$ cat config.mk
export PLATFORM = sky130hd
export DESIGN_NAME = weave_adder_arbiter
export DESIGN_NICKNAME = d
export VERILOG_FILES = /design/src/rtl/weave_arb_pkg.sv /design/src/rtl/weave_rr_picker.sv /design/src/rtl/weave_adder_arbiter.sv
export SDC_FILE = /design/constraint.sdc
export NUM_CORES = 1
export LEC_CHECK = 0
export CORE_ASPECT_RATIO = 0.8
export CORE_MARGIN = 2
export CORE_UTILIZATION = 35
export CTS_CLUSTER_DIAMETER = 50
export DETAILED_ROUTE_END_ITERATION = 10
export PLACE_DENSITY = 0.84
export SLEW_MARGIN = 20
export SYNTH_ARGS = -nofsm -noshare
export SYNTH_HDL_FRONTEND = slang
export SYNTH_SLANG_ARGS = --single-unit
$ cat constraint.sdc
create_clock -name clk -period 3.15 [get_ports clk]
set_input_delay 0.63 -clock clk [delete_from_list [all_inputs] [get_ports clk]]
set_output_delay 0.63 -clock clk [all_outputs]
set_load 0.005 [all_outputs]
$ cat src/rtl/weave_arb_pkg.sv
// Shared types and defaults for the round-robin adder arbiter.
// Build option: define WEAVE_ARB_SAT_EN to saturate the sum instead of wrapping it.
package weave_arb_pkg;

    localparam int NREQ_DEF = 4;
    localparam int DW_DEF   = 8;

    typedef logic [$clog2(NREQ_DEF)-1:0] tag_t;

    typedef enum logic {
        RES_EMPTY = 1'b0,
        RES_FULL  = 1'b1
    } res_state_e;

endpackage

$ cat src/rtl/weave_rr_picker.sv
// Rotating-priority picker: finds the first set request at or after ptr_i,
// wrapping from NREQ-1 back to 0.
module weave_rr_picker #(
    parameter int NREQ = 4
) (
    input  logic [NREQ-1:0]         req_i,
    input  logic [$clog2(NREQ)-1:0] ptr_i,
    output logic [NREQ-1:0]         gnt_o,
    output logic [$clog2(NREQ)-1:0] idx_o,
    output logic                    any_o
);

    localparam int IW = $clog2(NREQ);

    logic          found;
    logic [IW-1:0] cand;
    logic [IW-1:0] sel_idx;

    // NOTE: every variable written in always_comb gets a default first, so no
    // path through the loop can leave it unassigned and infer a latch.
    always_comb begin
        found   = 1'b0;
        cand    = '0;
        sel_idx = '0;
        for (int k = 0; k < NREQ; k++) begin
            cand = IW'((int'(ptr_i) + k) % NREQ);
            if (!found && req_i[cand]) begin
                found   = 1'b1;
                sel_idx = cand;
            end
        end
    end

    assign gnt_o = NREQ'(found) << sel_idx;
    assign idx_o = sel_idx;
    assign any_o = found;

endmodule

$ cat src/rtl/weave_adder_arbiter.sv
// Round-robin arbiter sharing one adder between NREQ requesters; one result register.
// Build option: WEAVE_ARB_SAT_EN saturates the sum at all-ones on overflow.
module weave_adder_arbiter
    import weave_arb_pkg::*;
#(
    parameter int NREQ = NREQ_DEF,
    parameter int DW   = DW_DEF
) (
    input  logic                    clk,
    input  logic                    rst,
    input  logic [NREQ-1:0]         req_valid,
    output logic [NREQ-1:0]         req_ready,
    input  logic [NREQ*DW-1:0]      req_a,
    input  logic [NREQ*DW-1:0]      req_b,
    output logic                    res_valid,
    input  logic                    res_ready,
    output logic [DW-1:0]           res_sum,
    output logic                    res_carry,
    output logic [$clog2(NREQ)-1:0] res_tag
);

    localparam int TW = $clog2(NREQ);

    res_state_e    state_q, state_d;
    logic [DW-1:0] sum_q, sum_d;
    logic          carry_q, carry_d;
    logic [TW-1:0] tag_q;
    logic [TW-1:0] ptr_q, ptr_d;

    logic [NREQ-1:0] gnt;
    logic [TW-1:0]   gnt_idx;
    logic            any_valid;
    logic            accept;
    logic            transfer;
    logic [DW-1:0]   op_a, op_b;
    logic [DW:0]     sum_ext;

    weave_rr_picker #(
        .NREQ (NREQ)
    ) u_picker (
        .req_i (req_valid),
        .ptr_i (ptr_q),
        .gnt_o (gnt),
        .idx_o (gnt_idx),
        .any_o (any_valid)
    );

    // Result-register FSM: state register.
    // NOTE: clocked state uses non-blocking assignments so every register
    // samples pre-edge values regardless of statement order.
    always_ff @(posedge clk) begin
        if (rst) begin
            state_q <= RES_EMPTY;
        end else begin
            state_q <= state_d;
        end
    end

    // Next state: a pop and a new grant in the same cycle keep the register full.
    always_comb begin
        state_d = state_q;
        case (state_q)
            RES_EMPTY: if (transfer)               state_d = RES_FULL;
            RES_FULL:  if (res_ready && !transfer) state_d = RES_EMPTY;
            default:                               state_d = RES_EMPTY;
        endcase
    end

    // Outputs: a new pair can be taken whenever the register is empty or draining.
    always_comb begin
        res_valid = (state_q == RES_FULL);
        accept    = (state_q == RES_EMPTY) || res_ready;
        req_ready = (accept && !rst) ? gnt : '0;
    end

    assign transfer = any_valid && accept && !rst;

    always_comb begin
        op_a = '0;
        op_b = '0;
        for (int i = 0; i < NREQ; i++) begin
            if (gnt[i]) begin
                op_a = req_a[i*DW +: DW];
                op_b = req_b[i*DW +: DW];
            end
        end
        sum_ext = {1'b0, op_a} + {1'b0, op_b};
`ifdef WEAVE_ARB_SAT_EN
        sum_d   = sum_ext[DW] ? '1 : sum_ext[DW-1:0];
`else
        sum_d   = sum_ext[DW-1:0];
`endif
        carry_d = sum_ext[DW];
        ptr_d   = (gnt_idx == TW'(NREQ - 1)) ? '0 : gnt_idx + TW'(1);
    end

    // Data and pointer only move on a transfer; a bare pop leaves them untouched.
    always_ff @(posedge clk) begin
        if (rst) begin
            sum_q   <= '0;
            carry_q <= 1'b0;
            tag_q   <= '0;
            ptr_q   <= '0;
        end else if (transfer) begin
            sum_q   <= sum_d;
            carry_q <= carry_d;
            tag_q   <= gnt_idx;
            ptr_q   <= ptr_d;
        end
    end

    assign res_sum   = sum_q;
    assign res_carry = carry_q;
    assign res_tag   = tag_q;

endmodule

==> run metrics <==
run status completed; Synth Net Count 306; Final ANT Viol Nets 0; CTS sink count 14; clk buf depth 2; Vias roughly 2200; Avg WL per Cell 13.9 um; Max Freq ~330 MHz; Setup TNS 0 ns; slew of the pin with the lowest slew margin approximately 0.4 ns; gpl congestion 0.816; I/O pin total 87; Hold Path Class reg2reg; Overflow after GRT 0; largest area contributor in the netlist dfxtp_1; Placement Rows 21; sequential-to-total area share from yosys stat 0.181; Post-synth EDFFs 0; Core Region 0.00423 mm^2; Netlist Area Pre-Place 0.00155 mm^2; Final nets 426; clock transition at the registers of the reported paths 0.06 ns; Cells after Synth approximately 230; most common cell after layout, fill and taps aside clkdlybuf4s50_1; vias in the first global route about 2100; CTS tree built; clock period minus worst slack around 3.0 ns; Final Slew Violations 0; first drt pass iteration count 6; Synth async-reset ratio 0; DIE AREA 0.00498 mm^2; drt via density 5.39; WHS 0.458 ns; ranking of synthesized cells by area dfxtp_1 (18%), nand3_1 (13%), o2111ai_1 (10%); Worst Path Arrival ~2.4 ns; number of fillers in the final layout 353; Die Ht about 64 um; CTS root buf clkbuf_8; synth warn 0; final setup vio count 0; htree depth 1; Total GRT Usage 0.217; drt drc 0; worst skew pair latency 0.25 ns; Syn Area/Cell between 6 and 7 um^2; Iteration-0 DRC Markers 74; ant diodes 0; Synth Flop Type dfxtp_1; hold buffers post-CTS 0; Worst VDD drop between 0.3 and 0.4 mV; CTS Buf Count 3; Fin. Hold Viols 0; routed wire length 5590 um; clock skew 0.00304 ns; fin crit share 0.966; Yosys top cell area share 0.181; initial core utilization 0.366; port bufs 86; Crit Path Class in2out; Chip Width just under 80 um; PwrDens between 400 and 500 mW/mm^2; initial antenna violation count 0; critical path capture point type output port; first-pass GRT wire length approximately 9000 um; largest net degree at the start of global routing 17; max-cap violations 0; slew margin rel. 0.734; required time of the worst setup path 2.52 ns; Synth cell types 41; P_leak roughly 1.2 nW; HPWL after DPL between 4000 and 5000 um; CP Launch Type input port; most frequent cells in the layout clkdlybuf4s50_1 (81), buf_4 (43), nand3_1 (41); Area growth, synth to finish 83.1%; Crit Path Max Fanout 6; share of cells above drive strength 1 0.177; Synth Register Bits 14
## flip-flops by register name (all words and copies together) (netlist names)
signal     cells
res_sum        8
ptr_q          2
res_tag        2
res_carry      1
res_valid      1
## critical path, stage by stage
cell	delay, ns
dlygate4sd2_1	0.27
buf_6	0.15
buf_4	0.13
mux2i_1	0.13
nor2_1	0.07
buf_4	0.14
o31ai_1	0.36
nor2b_1	0.08
clkdlybuf4s50_1	0.45
## where the power goes
group	switching [mW]	total, mW	internal, mW	leakage, nW
Sequential	0.0299	0.248	0.218	0.116
Combinational	0.326	0.743	0.416	1.07
Clock	0.0656	0.176	0.111	0.0288
Total	0.422	1.17	0.746	1.21
## logic make-up (layout without fill, tap and decap cells)
family	Yosys count	in the layout	synth area share
AOI/OAI and AO/OA	63	63	0.298
DFF	14	14	0.181
buffers and inverters	40	159	0.116
adders and majority gates	9	9	0.0775
muxes	2	2	0.0129
and+or+nand+nor	97	97	0.309
xor gates and xnor gates	1	1	0.00565
## per-stage QoR
step / power (mW) / std cells / util / worst slack (ns) / area, um^2
after global placement: 0.937 / 394 / 0.639 / -0.501 / 2700
after CTS: 1.15 / 400 / 0.663 / -0.0723 / 2800
final: 1.17 / 402 / 0.671 / 0.108 / 2840
after detailed placement: 0.951 / 394 / 0.639 / -0.519 / 2700
after global routing: 1.25 / 402 / 0.671 / -0.0000484 / 2840
after floorplan: 0.593 / 226 / - / 0.00868 / 1550
## what timing repair did
action,in CTS,in global routing
endpoints found under the setup margin,8,6
setup buffers,2,3
pin swaps,1,5
resized for setup,14,5
## Yosys cell counts (all sizes together), types with 2 or more instances
cell type / n
o2111ai: 18
a211o: 2
o21ai: 6
nand2b: 4
clkbuf: 7
nor2: 11
buf: 10
dfxtp: 14
nand3: 41
o22ai: 2
mux2i: 2
o21a: 6
ha: 8
or4: 4
inv: 22
o211ai: 3
a21oi: 13
nand2: 28
a211oi: 2
nor2b: 3
o31ai: 3
## path summary, 6_finish.rpt
check	end	depth (start not counted)	slack [ns]	start
min reg2reg	res_sum[4]	2	0.46	res_sum[4]
max reg2reg	res_carry	13	0.27	ptr_q[1]
max	req_ready[0]	9	0.11	req_valid[2]
min	res_sum[4]	2	0.46	res_sum[4]
## cell type report
type                       instances  area [um^2]  area share
timing repair buffer             132         1210       0.428
multi-input combinational        172         1130       0.398
sequential                        14          280      0.0988
inverter                          23         86.3      0.0304
tap                               57         71.3      0.0251
clock buffer                       4         55.1      0.0194
## routing by layer
layer | wire, um | share of wire | track usage
met1 | 2490 | 0.45 | 0.269
met2 | 2690 | 0.48 | 0.394
met3 | 367 | 0.066 | 0.0401
met4 | 42 | 0.0075 | 0.0373
met5 | 0 | 0 | 0
No activity file was read; power rests on OpenSTA's default activity.
